**src/rtl/tug_war_lights_score.sv**
```systemverilog
// rtl/tug_war_lights_score.sv - two-player tug-of-war light bar with per-player scores
module tug_war_lights_score #(
    parameter int MAX_SCORE = 7
) (
    input  logic       clk,
    input  logic       reset,
    input  logic       L,
    input  logic       R,
    output logic [8:0] LEDR,
    output logic [6:0] D1,
    output logic [6:0] D2
);

    localparam logic [8:0] CENTRE    = 9'b000010000;
    localparam logic [2:0] MAX_SC    = 3'(MAX_SCORE);

    logic [8:0] bar_q, bar_d;
    logic [2:0] score_l_q, score_l_d;
    logic [2:0] score_r_q, score_r_d;
    logic       over_q, over_d;

    logic       pl, pr, mv_l, mv_r;
    logic [2:0] inc_l, inc_r;

    function automatic logic [6:0] seg7(input logic [2:0] v);
        logic [6:0] s;
        case (v)
            3'd0:    s = 7'b1000000;
            3'd1:    s = 7'b1111001;
            3'd2:    s = 7'b0100100;
            3'd3:    s = 7'b0110000;
            3'd4:    s = 7'b0011001;
            3'd5:    s = 7'b0010010;
            3'd6:    s = 7'b0000010;
            3'd7:    s = 7'b1111000;
            default: s = 7'b1111111;
        endcase
        return s;
    endfunction

    // A pull on the player's own end LED scores instead of moving.
    always_comb begin
        pl    = bar_q[8] & L & ~R & ~over_q;
        pr    = bar_q[0] & R & ~L & ~over_q;
        mv_l  = L & ~R & ~over_q & ~pl;
        mv_r  = R & ~L & ~over_q & ~pr;
        inc_l = score_l_q + 3'd1;
        inc_r = score_r_q + 3'd1;
    end

    always_comb begin
        bar_d     = bar_q;
        score_l_d = score_l_q;
        score_r_d = score_r_q;
        over_d    = over_q;
        if (pl) begin
            bar_d = CENTRE;
            if (score_l_q < MAX_SC) begin
                score_l_d = inc_l;
                if (inc_l == MAX_SC) begin
                    over_d = 1'b1;
                    bar_d  = '0;
                end
            end
        end else if (pr) begin
            bar_d = CENTRE;
            if (score_r_q < MAX_SC) begin
                score_r_d = inc_r;
                if (inc_r == MAX_SC) begin
                    over_d = 1'b1;
                    bar_d  = '0;
                end
            end
        end else if (mv_l) begin
            bar_d = {bar_q[7:0], 1'b0};
        end else if (mv_r) begin
            bar_d = {1'b0, bar_q[8:1]};
        end
    end

    always_ff @(posedge clk) begin
        if (reset) begin
            bar_q     <= CENTRE;
            score_l_q <= '0;
            score_r_q <= '0;
            over_q    <= 1'b0;
        end else begin
            bar_q     <= bar_d;
            score_l_q <= score_l_d;
            score_r_q <= score_r_d;
            over_q    <= over_d;
        end
    end

    always_comb begin
        LEDR = bar_q;
        D1   = seg7(score_r_q);
        D2   = seg7(score_l_q);
    end

endmodule

```
**config.mk**
```make
export PLATFORM = sky130hd
export DESIGN_NAME = tug_war_lights_score
export DESIGN_NICKNAME = d
export VERILOG_FILES = /design/src/rtl/tug_war_lights_score.sv
export SDC_FILE = /design/constraint.sdc
export NUM_CORES = 1
export LEC_CHECK = 0
export BUFFER_PORTS_ARGS = -buffer_cell sky130_fd_sc_hd__buf_4
export CAP_MARGIN = 0
export CORE_MARGIN = 2
export CORE_UTILIZATION = 59
export DETAILED_ROUTE_END_ITERATION = 16
export PLACE_DENSITY = 0.84
export SKIP_CTS_REPAIR_TIMING = 1
export SLEW_MARGIN = 20
export SYNTH_ARGS = -nofsm -noshare
export SYNTH_HDL_FRONTEND = slang
export SYNTH_SLANG_ARGS = --single-unit
```
**constraint.sdc**
```tcl
create_clock -name clk -period 5.6 [get_ports clk]
set_clock_uncertainty 0.2 [all_clocks]
set_input_delay 0.56 -clock clk [delete_from_list [all_inputs] [get_ports clk]]
set_output_delay 0.56 -clock clk [all_outputs]
set_load 0.01 [all_outputs]
```
Yosys cells after proc, flatten, opt, wreduce, memory -nomap -nowiden
Memory sizes are Yosys's and may differ from the RTL's. A register that Yosys moved wholly into a read port is not among the register bits.
Cells that the tools add are included.
{"block": "classes", "n_addsub": 2, "order_cmp": 2, "eq_ne": 4, "mux": 18, "bitwise_logic": 17, "n_reduce_logical": 7}
{"operator": "two-way mux 9 bit", "count": 4}
{"operator": "two-way mux 5 bit", "count": 4}
{"operator": "bitwise AND 1 bit", "count": 12}
{"operator": "two-way mux 3 bit", "count": 4}
{"operator": "adder 3 x 1 -> 3 bit (second input constant)", "count": 2}
{"operator": "equality test 3 bit (second input constant)", "count": 2}
{"operator": "< comparator 3 bit (second input constant)", "count": 2}
{"operator": "two-way mux 1 bit", "count": 6}
{"operator": "nonzero test 2 bit", "count": 3}
{"operator": "inverter 1 bit", "count": 5}
{"operator": "AND reduction 5 bit", "count": 1}
{"operator": "inequality test 2 x 1 -> 1 bit (second input constant)", "count": 2}
{"operator": "nonzero test 4 bit", "count": 1}
{"operator": "AND reduction 3 bit", "count": 1}
{"operator": "AND reduction 2 bit", "count": 1}
{"block": "word_totals", "regBits": 16, "rom_bits": 112, "in_bits": 4, "out_inout_bits": 23, "memories": 2}
{"memory": "(no name shown)", "words": 8, "width": 7, "rd": 1, "rd_clocked_by_memory_dff": 1, "write_ports": 0, "line": "27", "rtl": "case (v)"}
{"memory": "(no name shown)", "words": 8, "width": 7, "rd": 1, "rd_clocked_by_memory_dff": 1, "write_ports": 0, "line": "27"}

Depth between registers and ports, before layout
{"block": "depth", "depth_word": 9, "ltp_mapped": 8, "mapped_depth_nobuf": 8}

Least setup slack after synthesis
OpenSTA, ideal clock, no wires.
{"block": "synth_timing", "path_type": "in2reg", "startpoint": "input L", "endpoint": "register, netlist name D2[3]", "t_arrival_ns": 1.944, "required_time_ns": 5.279, "path_slack_ns": 3.335, "stages": 7, "n_path_buf": 1, "path_cell_list": "buf_6 > and4bb_4 > and2_1 > a211o_1 > ha_1 > inv_1 > mux2_4"}
{"block": "synth_via", "elab_chain_cells": 6}
{"item": "start, declared", "line": "7", "rtl": "input logic L,"}
{"item": "bitwise AND 1 bit (3 in a row)", "line": "43", "rtl": "pl = bar_q[8] & L & ~R & ~over_q;"}
{"item": "AND reduction 2 bit (no line)"}
{"item": "two-way mux 3 bit (no line) (2 in a row)"}
Every way passes these cells.
A chain may end at the register's enable or synchronous reset.

Worst setup path in the final report
{"block": "layout_timing", "startpoint": "register over_q", "endpoint": "register, netlist name D1[0]"}
{"block": "layout_via", "elab_chain_cells": 6, "word_cells_on_any_way": 7, "classes_between": "mux (2); bitwise (4); reduce/logical (1)"}
{"item": "start, declared", "line": "20", "rtl": "logic over_q, over_d;"}
{"item": "start signal, assigned", "line": "91", "rtl": "over_q <= over_d;"}
{"item": "inverter 1 bit *", "line": "43, 44"}
{"item": "bitwise AND 1 bit", "line": "43"}
{"item": "inverter 1 bit"}
{"item": "AND reduction 3 bit (no line) *"}
{"item": "two-way mux 3 bit (no line) * (2 in a row)"}
Mark *: on every way between the ends. The rest lies on a longest branch, timed or not.

==> flow_summary.toml <==
[route]
drc = 0
firstDrtPassIters = 4
drt_iter0_drc = 20
wirelength_um = 3030
vias_per_cell = 5.50
ant_nets = 0
routedWlPerCell_um = 14.4
vias = 1161

[timing]
fin_crit_sh = 0.411
tns_ns = 0
max_freq_mhz = 434
fin_crit_ns = 2.30
setup-violations-final = 0
finalHoldViolCount = 0
maxSlewHeadroom = 0.598
rsz0062_at_grt = "false"
worstMarginPinSlew_ns = 0.597
report.final.slew_viol_count = 0
worst_slack_ns = 3.30

[critical_path]
worstReg2RegStart = "over_q$_SDFFE_PP0P_"
cp_slowest_stage_delay_ns = 0.54
critPathLaunchType = "flop"
reg2reg_setup_slack_ns = 3.30
crit_required_ns = 5.63
reg2regPathDepth = 5
slowest_stage = "dfxtp_1"
regToRegEndpoint = "D1[0]$_DFF_P_"
critPathKind = "reg2reg"
crit_chain = "and4bb_1 > and3_1 > or3_1 > ha_1 > mux2_4"
cp.arrival_ns = 2.33
cpLargestDelayFamily = "simple AND/OR/NAND/NOR gates"
crit_buf_inv = 0
critPathCaptureType = "flop"
crit_path_max_fanout = 12

[placement]
port_buffers = 26
gp_congestion = 0.754
hpwl_um = 2190
pre_cts_slack_ns = 3.07
place_area_um2 = 1700

[global_route]
grt_usage = 0.224
grt_max_degree = 13
grt_pass1_wl_um = 4640
antenna_found_initial = 0
grt_pass1_vias = 1044
overflow = 0

[floorplanning]
die_x_um = 54.8
core_um2 = 2450
initial_core_util = 0.621
io_pins = 27
die_y_um = 54.8
row_count = 18
dieArea_um2 = 3010

[synth]
synth_edf_count = 0
synth_flop_cell = "dfxtp_1"
avgSynthCellArea_um2 = 9.83
yosysTopAreaCell = "dfxtp_1"
ys_async_sr_fraction = 0
synthDistinctLibCells = 40
synth_cells = 155
synth-seq-area-share = 0.394
ys_ff_latch = 30
syn-num-nets = 173
synth_area_um2 = 1520
yosys_warnings = 0
yosysTopAreaCellShare = 0.394
synth_area_leaders = "dfxtp_1 39%, ha_1 11%, mux2i_1 8.5%"

[clock_tree]
root_buffer = "clkbuf_4"
clock_latency_ns = 0.34
cts_max_level = 2
numCtsBuffers = 5
clock_sinks = 30
clk_pin_slew_ns = 0.10
cts_tree = "yes"
cts.path.max_buffers = 2

[layout]
layout-drive-gt1-share = 0.227
layout-area-overhead-vs-synth_pct = 15.4
final_cell_area_um2 = 1760
nFillCells = 195
antenna_cells = 0
fin_util = 0.717
nNetsFinal = 198

[power]
pwr_density_cell_nw_per_um2 = 213
leakage_nw = 0.844
power.total_mw = 0.374
ir_worst_vdd_mv = 0.210

[hold_path]
worstHoldPathType = "in2reg"
holdPathEnd = "LEDR[0]$_SDFFE_PP0P_"
hold_depth = 2
hp-start = "reset"

[run_status]
status = "completed"

[job]
cap_violations = 0
layout by cell type, fill, tap and decap left out, types with 2 or more instances in the layout:
master / netlist / layout
buf_4: 1 / 26
nand4_1: 3 / 3
mux2_4: 3 / 3
nand2_1: 7 / 7
and2_1: 2 / 2
o21ai_0: 4 / 4
inv_1: 15 / 15
nor2_1: 10 / 10
o2bb2ai_1: 5 / 5
ha_1: 14 / 14
nor3_1: 2 / 2
clkinv_4: 2 / 2
clkbuf_4: 0 / 5
a211o_1: 2 / 2
a21oi_1: 8 / 8
and2_0: 2 / 2
mux2i_1: 13 / 13
nor3b_1: 2 / 2
dfxtp_1: 30 / 30
xor2_1: 2 / 2
a21o_1: 2 / 2
nand3_1: 2 / 2
or3b_1: 2 / 2
metrics by stage:
step                std cells  hold WS (ns)
global route              211         0.290
CTS                       211         0.275
finish                    211         0.290
global placement          203         0.284
detailed placement        203         0.299
floorplan                 155         0.299
state kept, by name, indices dropped and copies added, names as in the netlist:
name / cells
LEDR: 9
D1: 7
D2: 7
score_l_q: 3
score_r_q: 3
over_q: 1
layer usage:
metal	vias to the layer above	track usage	routed length, µm
li1	580	-	-
met1	532	0.248	1310
met2	39	0.379	1510
met3	10	0.0628	154
met4	0	0.129	61
met5	-	0	0
synthesized netlist by cell type, types with 2 or more instances:
master	instances
inv_1	15
clkbuf_1	3
mux2i_1	13
buf_6	3
nor3_1	2
a211o_1	2
o21ai_0	4
a21oi_1	8
and2_0	2
o2bb2ai_1	5
xor2_1	2
nor3b_1	2
mux2_4	3
ha_1	14
or3b_1	2
a21o_1	2
nand2_1	7
dfxtp_1	30
nor2_1	10
nand4_1	3
clkinv_4	2
and2_1	2
nand3_1	2
worst max path at each step:
stage	start	endpoint	slack, ns	cells past startpoint
5_1_grt	over_q$_SDFFE_PP0P_	D1[6]$_DFF_P_	3.18	7
3_5_place_dp	L	D1[0]$_DFF_P_	3.07	7
6_report	over_q$_SDFFE_PP0P_	D1[0]$_DFF_P_	3.30	5
2_1_floorplan	L	D2[3]$_DFF_P_	3.34	7
4_1_cts	over_q$_SDFFE_PP0P_	D1[0]$_DFF_P_	3.31	5
3_3_place_gp	L	D1[0]$_DFF_P_	3.17	6
cell type report:
class	instances	area, µm²	area share
Multi-Input combinational cell	100	792	0.450
Clock buffer	7	55.1	0.0313
Clock inverter	1	5.00	0.00284
Tap cell	30	37.5	0.0213
Sequential cell	30	601	0.341
Timing Repair Buffer	26	195	0.111
Inverter	17	73.8	0.0420
cells by family after synthesis:
group / after synthesis / share of synthesized area
AOI/OAI and AO/OA: 26 / 0.116
xor gates and xnor gates: 2 / 0.0115
adders and majority gates: 14 / 0.115
buffers and inverters: 25 / 0.0862
DFF: 30 / 0.394
muxes: 16 / 0.115
and+or+nand+nor: 42 / 0.163
power breakdown:
part	total (mW)	internal, mW	switching (mW)
Clock	0.135	0.0607	0.0747
Sequential	0.218	0.215	0.00241
Combinational	0.0210	0.00933	0.0117
Power figures use the tool's default switching activity.
